**config.mk**
```make
export PLATFORM = sky130hd
export DESIGN_NAME = led_status_ctrl
export DESIGN_NICKNAME = d
export VERILOG_FILES = /design/src/rtl/led_status_ctrl.sv
export SDC_FILE = /design/constraint.sdc
export NUM_CORES = 1
export LEC_CHECK = 0
export CORE_MARGIN = 2
export CORE_UTILIZATION = 52
export DETAILED_ROUTE_END_ITERATION = 16
export PLACE_DENSITY = 0.87
export SYNTH_ARGS = -nofsm -noshare
export SYNTH_HDL_FRONTEND = slang
export SYNTH_SLANG_ARGS = --single-unit
```
**constraint.sdc**
```tcl
create_clock -name MCLK -period 1.8 [get_ports MCLK]
set_clock_uncertainty 0.2 [all_clocks]
set_input_delay 0.18 -clock MCLK [delete_from_list [all_inputs] [get_ports MCLK]]
set_output_delay 0.18 -clock MCLK [all_outputs]
set_load 0.005 [all_outputs]
```
**src/rtl/led_status_ctrl.sv**
```systemverilog
// LED status controller: packs mode, minigame and heartbeat onto an LED bar
// with PWM dimming, plus an alarm override with animated patterns.
//
// Ports:
//   MCLK          system clock (sole clock)
//   RESET_N       synchronous active-low reset
//   MODE          mode indicator, shown on the top MODE_W LEDs
//   minigame      minigame status, shown on the next GAME_W LEDs
//   alarm_ringing level; high selects the alarm pattern override
//   alarm_pattern 0 BLINK, 1 CHASE, 2 ALT, 3 BLINK (latched on alarm entry)
//   brightness    normal-frame PWM duty (0 off, all-ones fully on)
//   LED           registered LED drive
module led_status_ctrl #(
    parameter int N_LED    = 16,
    parameter int MODE_W   = 4,
    parameter int GAME_W   = 10,
    parameter int TICK_DIV = 25_000_000,
    parameter int PWM_W    = 4
) (
    input  logic              MCLK,
    input  logic              RESET_N,
    input  logic [MODE_W-1:0] MODE,
    input  logic [GAME_W-1:0] minigame,
    input  logic              alarm_ringing,
    input  logic [1:0]        alarm_pattern,
    input  logic [PWM_W-1:0]  brightness,
    output logic [N_LED-1:0]  LED
);

    localparam int HB_W = (TICK_DIV > 2) ? $clog2(TICK_DIV) : 1;
    localparam logic [HB_W-1:0] TICK_MAX = HB_W'(TICK_DIV - 1);
    localparam int PAD_W = N_LED - MODE_W - GAME_W - 1;

    typedef enum logic {
        S_IDLE,
        S_ALARM
    } state_e;

    typedef enum logic [1:0] {
        PAT_BLINK,
        PAT_CHASE,
        PAT_ALT
    } pat_e;

    state_e            state_q, state_d;
    pat_e              pat_q, pat_d, pat_sel;
    logic [HB_W-1:0]   hb_cnt_q, hb_cnt_d;
    logic              heartbeat_q, heartbeat_d;
    logic [HB_W-1:0]   alm_cnt_q, alm_cnt_d;
    logic [PWM_W-1:0]  pwm_cnt_q, pwm_cnt_d;
    logic [N_LED-1:0]  led_q, led_d;

    logic              en;
    logic [N_LED-1:0]  frame;
    logic [N_LED-1:0]  alt_init;
    logic [N_LED-1:0]  init_pat;

    // Free-running prescaler and PWM counter, independent of the alarm.
    always_comb begin
        hb_cnt_d    = hb_cnt_q + HB_W'(1);
        heartbeat_d = heartbeat_q;
        if (hb_cnt_q == TICK_MAX) begin
            hb_cnt_d    = '0;
            heartbeat_d = ~heartbeat_q;
        end
        pwm_cnt_d = pwm_cnt_q + PWM_W'(1);
    end

    assign en    = (&brightness) || (pwm_cnt_q < brightness);
    assign frame = {MODE, minigame, {PAD_W{1'b0}}, heartbeat_q}
                 & {N_LED{en}};

    always_comb begin
        alt_init = '0;
        for (int i = 0; i < N_LED; i++) begin
            alt_init[i] = ((i % 2) == 0);
        end
    end

    always_comb begin
        unique case (alarm_pattern)
            2'd1:    pat_sel = PAT_CHASE;
            2'd2:    pat_sel = PAT_ALT;
            default: pat_sel = PAT_BLINK;
        endcase
    end

    always_comb begin
        unique case (pat_sel)
            PAT_CHASE: init_pat = {{(N_LED-1){1'b0}}, 1'b1};
            PAT_ALT:   init_pat = alt_init;
            default:   init_pat = '1;
        endcase
    end

    always_comb begin
        state_d   = state_q;
        pat_d     = pat_q;
        alm_cnt_d = alm_cnt_q;
        led_d     = frame;
        unique case (state_q)
            S_IDLE: begin
                if (alarm_ringing) begin
                    state_d   = S_ALARM;
                    pat_d     = pat_sel;
                    alm_cnt_d = '0;
                    led_d     = init_pat;
                end
            end
            S_ALARM: begin
                if (!alarm_ringing) begin
                    state_d = S_IDLE;
                end else if (alm_cnt_q == TICK_MAX) begin
                    alm_cnt_d = '0;
                    // CHASE rotates; BLINK and ALT both just invert.
                    if (pat_q == PAT_CHASE) begin
                        led_d = {led_q[N_LED-2:0], led_q[N_LED-1]};
                    end else begin
                        led_d = ~led_q;
                    end
                end else begin
                    alm_cnt_d = alm_cnt_q + HB_W'(1);
                    led_d     = led_q;
                end
            end
            default: state_d = S_IDLE;
        endcase
    end

    always_ff @(posedge MCLK) begin
        if (!RESET_N) begin
            state_q     <= S_IDLE;
            pat_q       <= PAT_BLINK;
            hb_cnt_q    <= '0;
            heartbeat_q <= 1'b0;
            alm_cnt_q   <= '0;
            pwm_cnt_q   <= '0;
            led_q       <= '0;
        end else begin
            state_q     <= state_d;
            pat_q       <= pat_d;
            hb_cnt_q    <= hb_cnt_d;
            heartbeat_q <= heartbeat_d;
            alm_cnt_q   <= alm_cnt_d;
            pwm_cnt_q   <= pwm_cnt_d;
            led_q       <= led_d;
        end
    end

    assign LED = led_q;

endmodule

```
==> out/results.md, run 1 <==
| Group | Item | Reported |
|---|---|---|
| routing | DRC violations left | 0 |
| timing | Worst Setup Slack, final | -0.409 ns |
| min path | Startpoint of the lowest-slack hold path | RESET_N |
| timing | Part of the cycle the worst path needs | 123% |
| timing | Unrepaired setup endpoints after global routing | true |
| synth | Post-synthesis share of cell area spent on full adders, half adders and majority gates | 2.88% |
| synth | Simple logic cell fraction of the synthesized area | 31.4% |
| power and ir drop | VDD IR-drop max | 0.000474 V |
| routing | Via density per instance | 6.77 |
| routing | Length of the first detailed-routing pass in iterations | 8 |
| synth | Yosys top cell area share | 37.8% |
| synth | Number of storage elements in the synthesis netlist | 74 |
| critical path | Launch point of the worst reg-to-reg path | alm_cnt_q[7]$_SDFFE_PN0P_ |
| floorplanning | Starting utilization of the core area | 53.7% |
| layout | Number of diodes added for antenna fixing | 0 |
| timing | Final hold viol count | 0 |
| routing | Met3 wire length | 1440 um |
| timing | Fin. max-slew vios | 0 |
| timing | Number of failing setup endpoints in the final timing report | 42 |
| placement | DP Wirelength | 7330 um |
| run status | Result of the run | finished with violations |
| run | Number of max-cap violations | 0 |
| critical path | Cell seen most often among critical-path stages | sky130_fd_sc_hd__o21ai_4 |
| timing | Worst hold slack after final layout | 0.110 ns |
| critical path | First element of the critical path | alm_cnt_q[7]$_SDFFE_PN0P_ |
| synth | Synth Area in XOR/XNOR | 5.81% |
| critical path | Data arrival time at the worst-slack endpoint | 2.31 ns |
| clock network | Number of buffers created by CTS | 9 |
| synth | Cell types with the largest area share after synthesis | sky130_fd_sc_hd__dfxtp_1 (38%), sky130_fd_sc_hd__nor2_1 (6.8%), sky130_fd_sc_hd__nand3_1 (4.9%) |
| global route | Tot GR Track Use | 34.9% |
| synth | Mapped Nets | 503 |
| floorplanning | Die Y | 90.8 um |
| min path | Hold Path Class | input pin to register |
| timing | Max frequency | 453 MHz |
| floorplanning | Floorplan row count | 31 |
| routing | Via count | 4690 |
| synth | Number of flops mapped to enable cells by yosys | 0 |
| clock network | Cell at the root of the clock tree | sky130_fd_sc_hd__clkbuf_8 |
| layout | Net count reported at finish | 622 |
| critical path | Endpoint class of the critical path | register |
| critical path | Critical Path Start Type | register |
| routing | Top routing layer in use | met4 |
| synth | Count of warnings emitted by yosys | 0 |
| timing | Final period demand of the worst path | 2.21 ns |
| placement | Number of buffer cells added on primary ports | 38 |
| clock network | Worst-path clk slew | 0.09 ns |
| global route | Vias in the first global route | 4610 |
| clock network | Sinks on Clock Net | 74 |
| synth | Synth unique cells | 55 |
| synth | Share of async-settable or async-resettable flops after synthesis | 0% |
| clock network | Clock Path Buffers | 2 |
| synth | Combinational family with the most area after synthesis | simple AND/OR/NAND/NOR gates |
| run status | Violated checks | setup timing |
| floorplanning | Full die area | 0.00824 mm^2 |
| layout | Final core utilization | 82.6% |
| global route | Global-route wire length before repair | 23000 um |
| floorplanning | I/O pin count | 39 |
| routing | First DRT Iteration DRCs | 632 |
| synth | Largest area contributor in the netlist | sky130_fd_sc_hd__dfxtp_1 |
| layout | Area grow syn2layout | 53.8% |
| clock network | Hold bufs inserted after CTS | 0 |
| critical path | Critical-path cell with the highest stage delay | sky130_fd_sc_hd__dfxtp_4 |
| power and ir drop | Power density over the cells | 630 mW/mm^2 |
| global route | Pin count of the biggest net entering global routing | 61 |
| clock network | Later-pin clock latency in the skew report | 0.38 ns |
| clock network | Max H-tree Level | 3 |
| synth | Compound-cell area share of the yosys netlist | 16.5% |
| routing | Remaining antenna violation count after routing | 0 |
| synth | Mean area per synthesized cell | 8.31 um^2 |
| layout | Most common cell after layout, fill and taps aside | sky130_fd_sc_hd__buf_4 |
| synth | Predominant post-synthesis flop cell | sky130_fd_sc_hd__dfxtp_1 |
| synth | Part of the Yosys area used for sequential elements | 37.8% |
| placement | Placer's final routability congestion estimate | 0.824 |
| global route | Antenna violations before repair | 0 |
| layout | Share of post-route cells with drive strength above 1 | 35.9% |
| routing | Routed length per instance | 23.3 um |
| synth | Multiplexer share of the synthesized area | 0.767% |
| routing | Post-route met1 wirelength | 5660 um |
| critical path | Flop2flop setup slack | -0.41 ns |
| floorplanning | Die width | 90.8 um |
| layout | Commonest non-fill, non-tap cells in the layout | sky130_fd_sc_hd__buf_4 (79), sky130_fd_sc_hd__nor2_1 (66), sky130_fd_sc_hd__dfxtp_1 (52), sky130_fd_sc_hd__clkdlybuf4s50_1 (34), sky130_fd_sc_hd__nand3_1 (33) |
| routing | Routed met2 length | 7860 um |
| critical path | Slowest stage delay, CP | 0.36 ns |
| critical path | Maximum fanout along the worst path | 7 |
| timing | Measured slew at the worst slew-check pin | 0.627 ns |
| critical path | Critical setup path kind | register to register |
| synth | Summed instance area of the synthesized netlist | 0.00392 mm^2 |
| critical path | Critical Path RT | 1.90 ns |
| layout | Number of fillers in the final layout | 379 |
| floorplanning | Floorplan core area | 0.00729 mm^2 |
| routing | Total detailed-routing wirelength | 16100 um |
| power and ir drop | Leakage dissipation | 2.31 nW |
| timing | Normalized max-slew margin | 58.0% |
| clock network | CTS tree | built |
| critical path | Critical path, cell by cell | nor4_4 > nand4_1 > buf_4 > o21ai_4 > buf_8 > buf_12 > buf_16 > o21ai_4 > nor2_2 |
| global route | Congestion Overflow GR | 0 |
| synth | Gate count after technology mapping | 471 |
==> state kept, by name (all words and copies together) (netlist names) <==
register     cells
heartbeat_q      1
hb_cnt_q        25
LED             16
state_q          1
pat_q            2
pwm_cnt_q        4
alm_cnt_q       25
==> through the flow <==
stage	setup WS [ns]	std cells	instance area, um^2	power, mW	TNS, ns
detailed placement	-0.679	660	5070	2.24	-11.80
global route	-0.439	693	6020	3.89	-14.06
floorplan	-0.0567	471	4080	2.00	-0.597
global placement	-0.480	660	5070	2.22	-9.71
finish	-0.409	693	6020	3.79	-11.08
CTS	-0.195	689	5840	3.63	-4.50
==> logic make-up (layout without fill, tap and decap cells) <==
group,Yosys count,count (layout)
mux,3,3
buf+inv,43,166
flops,74,74
xor+xnor,26,26
fa+ha+maj,9,9
compound gates,87,87
simple gates,229,229
==> synth_stat cells, drive strengths merged (9+ instances only) <==
cell type	n
buf	13
a21oi	9
dfxtp	74
inv	12
nor4	11
nand3	38
nor2	71
ha	9
nand2	29
a211oi	10
o21ai	18
xor2	18
clkbuf	17
nor3	9
nand4	20
==> report_power, final <==
group          switching, mW  internal (mW)
clock                  0.731          0.627
sequential            0.0727           1.68
combinational          0.341          0.346
==> path summary, 6_finish.rpt <==
kind / to / cells past startpoint
max reg2reg: LED[10]$_SDFFE_PN0P_ / 9
min reg2reg: hb_cnt_q[16]$_SDFF_PP0_ / 2
min: alm_cnt_q[14]$_SDFFE_PN0P_ / 4
max: LED[10]$_SDFFE_PN0P_ / 9
==> worst max-delay path, delay by kind of cell (launching register included) <==
| kind | cells | cell delay, ns |
|---|---|---|
| AO/OA/AOI/OAI | 2 | 0.28 |
| buffers and inverters | 4 | 0.62 |
| flip-flops | 1 | 0.36 |
| AND/OR/NAND/NOR | 3 | 0.66 |
==> final cells by class <==
type / instances / area, um^2 / area share (%)
Tap cell: 99 / 124 / 2.06
Clock inverter: 4 / 32.5 / 0.540
Sequential cell: 74 / 1520 / 25.3
Timing Repair Buffer: 138 / 1310 / 21.8
Inverter: 13 / 48.8 / 0.810
Multi-Input combinational cell: 354 / 2820 / 46.8
Clock buffer: 11 / 163 / 2.70
==> metal layers <==
layer	track usage, %	up-vias
met4	18.7	0
li1	-	1980
met2	60.9	368
met1	39.7	2208
met5	0	-
met3	7.51	134
==> repair_timing <==
item,4_1_cts,5_1_grt
gates cloned,4,0
gates resized for setup,87,46
setup buffers,10,6
pin swaps,32,22
setup endpoints to repair,41,67
hold endpoints to repair,0,0
Power figures use the tool's default switching activity.
==> run 2: changes to the inputs <==
--- a/config.mk
+++ b/config.mk
@@ -5,10 +5,12 @@
 export SDC_FILE = /design/constraint.sdc
 export NUM_CORES = 1
 export LEC_CHECK = 0
+export ABC_AREA = 1
 export CORE_MARGIN = 2
 export CORE_UTILIZATION = 52
 export DETAILED_ROUTE_END_ITERATION = 16
-export PLACE_DENSITY = 0.87
+export GPL_ROUTABILITY_DRIVEN = 0
+export PLACE_DENSITY = 0.86
 export SYNTH_ARGS = -nofsm -noshare
 export SYNTH_HDL_FRONTEND = slang
 export SYNTH_SLANG_ARGS = --single-unit
==> out/results.md, run 2 <==
| Group | Item | Reported |
|---|---|---|
| global route | Global-route wire length before repair | 16700 um |
| critical path | Critical Path Start Type | register |
| critical path | Family with the most delay on the worst path | simple AND/OR/NAND/NOR gates |
| synth | Count of warnings emitted by yosys | 0 |
| routing | DRC violations left | 0 |
| layout | Commonest non-fill, non-tap cells in the layout | sky130_fd_sc_hd__nand2_1 (148), sky130_fd_sc_hd__a21oi_1 (75), sky130_fd_sc_hd__dfxtp_1 (64), sky130_fd_sc_hd__nor2_1 (64), sky130_fd_sc_hd__inv_1 (57) |
| timing | Part of the cycle the worst path needs | 100% |
| timing | Setup_tns | -0.0172 ns |
| min path | Hold Path Class | input pin to register |
| critical path | Launch point of the worst reg-to-reg path | hb_cnt_q[20]$_SDFF_PP0_ |
| critical path | Data arrival time at the worst-slack endpoint | 1.85 ns |
| timing | Number of failing setup endpoints in the final timing report | 3 |
| routing | First DRT Iteration DRCs | 391 |
| clock network | Cell at the root of the clock tree | sky130_fd_sc_hd__clkbuf_8 |
| min path | Endpoint, Worst Hold | LED[2]$_SDFFE_PN0P_ |
| synth | Mapped Nets | 643 |
| timing | Worst Setup Slack, final | -0.00768 ns |
| timing | Final period demand of the worst path | 1.81 ns |
| global route | Congestion Overflow GR | 0 |
| power and ir drop | Power density over the cells | 660 mW/mm^2 |
| critical path | Flop2flop setup slack | -0.008 ns |
| floorplanning | Full die area | 0.00860 mm^2 |
| timing | Worst hold slack after final layout | 0.179 ns |
| synth | Predominant post-synthesis flop cell | sky130_fd_sc_hd__dfxtp_1 |
| clock network | Hold bufs inserted after CTS | 0 |
| timing | Final hold viol count | 0 |
| floorplanning | Floorplan row count | 32 |
| synth | Number of flops mapped to enable cells by yosys | 0 |
| run | Number of max-cap violations | 0 |
| global route | Tot GR Track Use | 23.8% |
| run status | Result of the run | finished with violations |
| critical path | Critical path, cell by cell | nand2_1 > nor2_2 > nand3_1 > nor3_4 > nand2_4 > nand2_4 > a21oi_1 |
| layout | Area grow syn2layout | 28.9% |
| critical path | Worst reg2reg path endpoint | hb_cnt_q[13]$_SDFF_PP0_ |
| synth | Largest area contributor in the netlist | sky130_fd_sc_hd__dfxtp_1 |
| global route | GR Layer Usage met2 | 42.7% |
| clock network | Sinks on Clock Net | 74 |
| layout | Most common cell after layout, fill and taps aside | sky130_fd_sc_hd__nand2_1 |
| critical path | Worst R2R Path Depth | 7 |
| global route | Antenna violations before repair | 0 |
| floorplanning | Starting utilization of the core area | 53.3% |
| synth | Gate count after technology mapping | 611 |
| critical path | Endpoint class of the critical path | register |
| synth | Part of the Yosys area used for sequential elements | 36.2% |
| synth | Number of storage elements in the synthesis netlist | 74 |
| global route | Pin count of the biggest net entering global routing | 31 |
| floorplanning | Die Y | 92.7 um |
| critical path | Critical Path RT | 1.84 ns |
| min path | Instance count along the most critical hold path | 3 |
| synth | Synth unique cells | 32 |
| global route | GRT busiest layer | met2 |
| timing | Measured slew at the worst slew-check pin | 0.337 ns |
| synth | Most frequently used cell type in the post-synthesis netlist | sky130_fd_sc_hd__nand2_1 |
| placement | Number of buffer cells added on primary ports | 38 |
| floorplanning | I/O pin count | 39 |
| layout | Share of post-route cells with drive strength above 1 | 17.0% |
| critical path | Critical-path cell with the highest stage delay | sky130_fd_sc_hd__dfxtp_1 |
| global route | Met3 track utilization from global routing | 6.10% |
| layout | Number of diodes added for antenna fixing | 0 |
| clock network | Worst-path clk slew | 0.08 ns |
| clock network | Clock Path Buffers | 2 |
| critical path | Slowest stage delay, CP | 0.36 ns |
| routing | Total detailed-routing wirelength | 11700 um |
| critical path | Cell seen most often among critical-path stages | sky130_fd_sc_hd__nand2_4 |
| timing | Max frequency | 553 MHz |
| synth | Share of async-settable or async-resettable flops after synthesis | 0% |
| synth | Mean area per synthesized cell | 6.70 um^2 |
| clock network | CTS tree | built |
| critical path | Number of buffers and inverters on the critical path | 0 |
| min path | Startpoint of the lowest-slack hold path | minigame[0] |
| layout | Net count reported at finish | 717 |
| floorplanning | Floorplan core area | 0.00769 mm^2 |
| timing | Fin. max-slew vios | 0 |
| timing | Unrepaired setup endpoints after global routing | true |
| synth | Most numerous cell types in the synthesized netlist | sky130_fd_sc_hd__nand2_1 (156), sky130_fd_sc_hd__a21oi_1 (80), sky130_fd_sc_hd__dfxtp_1 (74), sky130_fd_sc_hd__nor2_1 (71), sky130_fd_sc_hd__inv_1 (57) |
| routing | Routed length per instance | 14.8 um |
| run status | Violated checks | setup timing |
| synth | Summed instance area of the synthesized netlist | 0.00409 mm^2 |
| clock network | Number of buffers created by CTS | 9 |
| global route | Vias in the first global route | 3938 |
| synth | Cell types with the largest area share after synthesis | sky130_fd_sc_hd__dfxtp_1 (36%), sky130_fd_sc_hd__nand2_1 (14%), sky130_fd_sc_hd__a21oi_1 (9.8%) |
| timing | Normalized max-slew margin | 77.5% |
| critical path | Critical setup path kind | register to register |
| global route | Global routing met1 resource utilization | 26.5% |
| routing | Remaining antenna violation count after routing | 0 |
| layout | Final core utilization | 68.7% |
| synth | Yosys top cell area share | 36.2% |
| power and ir drop | VDD IR-drop max | 0.000442 V |
| power and ir drop | Leakage dissipation | 2.01 nW |
| placement | DP Wirelength | 7260 um |
| routing | Via count | 4423 |
| routing | Via density per instance | 5.59 |
| clock network | Later-pin clock latency in the skew report | 0.35 ns |
| floorplanning | Die width | 92.7 um |
| clock network | Max H-tree Level | 3 |
| routing | Length of the first detailed-routing pass in iterations | 5 |
| critical path | Maximum fanout along the worst path | 6 |
## run 2: changes by cell type after synthesis, moves of 8 or more
cell / previous run / this run
sky130_fd_sc_hd__clkbuf_1: 17 / 8
sky130_fd_sc_hd__o21ai_0: 17 / 35
sky130_fd_sc_hd__o21ai_1: 1 / 9
sky130_fd_sc_hd__a211oi_1: 10 / 0
sky130_fd_sc_hd__a21oi_1: 9 / 80
sky130_fd_sc_hd__a221oi_1: 8 / 0
sky130_fd_sc_hd__inv_1: 12 / 57
sky130_fd_sc_hd__nand2_1: 28 / 156
sky130_fd_sc_hd__nand4_1: 17 / 7
sky130_fd_sc_hd__nor4_1: 8 / 0
sky130_fd_sc_hd__nand3_1: 38 / 29
## run 2: area by class of cell
type | instances | area (um^2)
fill | 577 | 2410
clock buffer | 12 | 145
inverter | 60 | 225
tap | 102 | 128
clock inverter | 3 | 40.0
timing repair buffer | 79 | 741
sequential | 74 | 1490
multi-input combinational | 461 | 2500
## run 2: how the worst max path moves through the flow
stage | start | to | slack, ns | depth (start not counted)
3_5_place_dp | brightness[3] | LED[12]$_SDFFE_PN0P_ | -0.31 | 9
5_1_grt | hb_cnt_q[13]$_SDFF_PP0_ | hb_cnt_q[2]$_SDFF_PP0_ | -0.06 | 7
6_report | hb_cnt_q[20]$_SDFF_PP0_ | hb_cnt_q[13]$_SDFF_PP0_ | -0.008 | 7
4_1_cts | alm_cnt_q[1]$_SDFFE_PN0P_ | LED[0]$_SDFFE_PN0P_ | 0.002 | 10
2_1_floorplan | hb_cnt_q[0]$_SDFF_PP0_ | hb_cnt_q[20]$_SDFF_PP0_ | 0.1 | 9
3_3_place_gp | brightness[3] | LED[8]$_SDFFE_PN0P_ | -0.24 | 9
## run 2: worst reg2reg max path, cell delays in order (launching register included)
cell	delay [ns]
sky130_fd_sc_hd__dfxtp_1	0.36
sky130_fd_sc_hd__nand2_1	0.11
sky130_fd_sc_hd__nor2_2	0.21
sky130_fd_sc_hd__nand3_1	0.18
sky130_fd_sc_hd__nor3_4	0.27
sky130_fd_sc_hd__nand2_4	0.16
sky130_fd_sc_hd__nand2_4	0.14
sky130_fd_sc_hd__a21oi_1	0.05
## run 2: through the flow
stage,std cells,power [mW],setup WS (ns),cell area [um^2]
after floorplan,611,1.97,0.0962,4090
after global placement,761,2.16,-0.239,4750
after detailed placement,761,2.18,-0.307,4750
after CTS,777,3.44,0.00185,4950
after global routing,791,3.60,-0.0556,5280
final,791,3.49,-0.00768,5280
## run 2: report_power, final
group | switching (mW) | leakage (nW) | internal (mW)
clock network | 0.609 | 0.0962 | 0.668
registers | 0.0538 | 0.607 | 1.69
logic | 0.238 | 1.31 | 0.228
## run 2: logic make-up after synthesis
logic type | Yosys count | synth area share (%)
flops | 74 | 36.2
simple gates | 298 | 32.0
compound gates | 128 | 16.0
xor+xnor | 23 | 4.92
fa+ha+maj | 9 | 2.75
buf+inv | 79 | 8.22
## run 2: timing repair
item	4_1_cts	5_1_grt
endpoints found under the setup margin	24	51
pin swaps	2	18
gates resized for setup	3	62
buffers inserted	1	9
gates cloned	0	5
## run 2: routing by layer
metal / vias to the layer above / share of wire [%]
met3: 41 / 7.1
met4: 0 / 2.8
li1: 2129 / -
met1: 2030 / 38
met2: 223 / 52
met5: - / 0
==> run 3: changes to the inputs <==
--- a/config.mk
+++ b/config.mk
@@ -6,6 +6,7 @@
 export NUM_CORES = 1
 export LEC_CHECK = 0
 export ABC_AREA = 1
+export CAP_MARGIN = 20
 export CORE_MARGIN = 2
 export CORE_UTILIZATION = 52
 export DETAILED_ROUTE_END_ITERATION = 16
==> results of run 3 <==
No change in the layout: final DEF, timing and power equal those of run 2.
==> edit: new RTL, config.mk and constraints of run 1 <==
The 3 values of `pat_e` get a one-hot encoding in 3 bits.
--- a/src/rtl/led_status_ctrl.sv
+++ b/src/rtl/led_status_ctrl.sv
@@ -38,6 +38,6 @@
 
-    typedef enum logic [1:0] {
-        PAT_BLINK,
-        PAT_CHASE,
-        PAT_ALT
+    typedef enum logic [2:0] {
+        PAT_BLINK = 3'b001,
+        PAT_CHASE = 3'b010,
+        PAT_ALT   = 3'b100
     } pat_e;
Formal check against the unedited RTL: no difference found for any inputs over 10 cycles, from zero or initial values and one cycle with RESET_N low; not proved beyond that.
==> edit against run 1 <==
- the run still ends with negative setup slack left
- utilization is 5.6 points lower
- first-iteration DRC count decreased by 58%
- critical path depth is 3 lower
- total power fell by 12%
- combinational power fell by 35%
- final area shrank 6.8%
- sequential cell count is 1 higher
- final cell count is 1.0% higher
- area after synthesis is 0.58% higher
- worst setup slack gained 0.20 ns
- routed wire length fell by 26%
- largest cell class unchanged
==> edit: results (changes against run 1) <==
* Crit path arrival time at 2.10 ns (was 2.31 ns)
* Switching part of the total at 25.86% (was 30.15%)
* CP peak stage delay at 0.38 ns (was 0.36 ns)
* Final worst slack at -0.2129 ns (was -0.4085 ns)
* Slew of the pin with the lowest slew margin at 0.3495 ns (was 0.6270 ns)
* Drt pass-1 iters at 6 (was 8)
* Synth area leaders: dfxtp_1, nor2_1, nand2_1, xnor2_1, a31oi_1 (was dfxtp_1, nor2_1, nand3_1, xor2_1, ha_1)
* Cell variety after synth at 59 (was 55)
* Final hold slack at 0.2000 ns (was 0.1105 ns)
* Outcome: complete, but fails checks (unchanged)
* Largest net degree at the start of global routing at 31 (was 61)
* Via count at 4129 (was 4690)
* Tot GR Track Use at 27.68% (was 34.88%)
* Routability cong. at 0.8283 (was 0.8241)
* Setup bufs post-CTS at 7 (was 10)
* Crit-path slowest cell: nor4b_4 (was dfxtp_4)
* Synthesized net count at 506 (was 503)
* DR iter-0 viols at 263 (was 632)
* Post-CTS sizing at 30 (was 87)
* Number of nets in the layout at 629 (was 622)
* R2R Path Start: alm_cnt_q[10]$_SDFFE_PN0P_ (was alm_cnt_q[7]$_SDFFE_PN0P_)
* Clock slew at reported path FFs at 0.07 ns (was 0.09 ns)
* Synthesized area per cell at 8.310 um2 (was 8.315 um2)
* DRT Wirelength at 11.96 mm (was 16.12 mm)
* Worst-skew pair later-pin latency at 0.36 ns (was 0.38 ns)
* Crit path max-delay family: compound AO/OA/AOI/OAI gates (was simple AND/OR/NAND/NOR gates)
* Failing checks: negative setup slack (unchanged)
* Reg2Reg Depth at 6 (was 9)
* Peak VDD IR at 0.6074 mV (was 0.4736 mV)
* Setup violations, final at 42 (unchanged)
* Global-route wire length before repair at 18.83 mm (was 23.02 mm)
* Worst hold start: minigame[3] (was RESET_N)
* Worst hold path endpoint: LED[5]$_SDFFE_PN0P_ (was alm_cnt_q[14]$_SDFFE_PN0P_)
* Worst Hold Depth at 3 (was 4)
* Layout cells sized above 1 at 29.45% (was 35.86%)
* Post-synthesis sequential area ratio at 38.12% (was 37.83%)
[edit: cell families (layout without fill, tap and decap cells)]
kind of cell,after synthesis,count (layout),share of synthesized area (%)
xor+xnor,29,29,6.448
mux,4,4,1.048
fa+ha+maj,9,9,2.859
compound gates,118,118,19.44
simple gates,197,197,26.72
buf+inv,42,169,5.368
flops,75,75,38.12
[edit: through the flow]
stage	utilization (%)	setup WS [ns]	setup TNS, ns	area, um2	std cells
2_1_floorplan	-	-0.05843	-0.8935	4048	474
3_3_place_gp	69.77	-0.3511	-7.736	5087	671
3_5_place_dp	69.77	-0.4265	-9.028	5087	671
4_1_cts	73.95	-0.1910	-5.357	5393	692
5_1_grt	77.01	-0.2772	-10.27	5615	700
6_report	77.01	-0.2129	-6.846	5615	700
[edit: routing by layer]
metal / up-vias / track usage (%) / share of wire [%]
li1: 1937 / - / -
met1: 1995 / 31.79 / 38
met2: 159 / 48.58 / 54
met3: 38 / 7.967 / 5.5
met4: 0 / 10.35 / 2.7
met5: - / 0 / 0
[edit: power groups by stage]
| stage | clock (mW) | combinational (mW) | sequential (mW) |
|---|---|---|---|
| after global routing | 1.22 | 0.475 | 1.76 |
| after detailed placement | 0 | 0.399 | 1.79 |
| after global placement | 0 | 0.381 | 1.79 |
| final | 1.14 | 0.443 | 1.76 |
| after CTS | 1.16 | 0.408 | 1.76 |
| after floorplan | 0 | 0.190 | 1.79 |
[edit: area by class of cell]
type | count | area (um2) | share of cell area, %
multi-input combinational | 357 | 2470 | 43.98
inverter | 17 | 63.81 | 1.136
clock buffer | 13 | 148.9 | 2.652
tap | 99 | 123.9 | 2.206
timing repair buffer | 137 | 1277 | 22.75
sequential | 75 | 1519 | 27.05
clock inverter | 2 | 12.51 | 0.2228
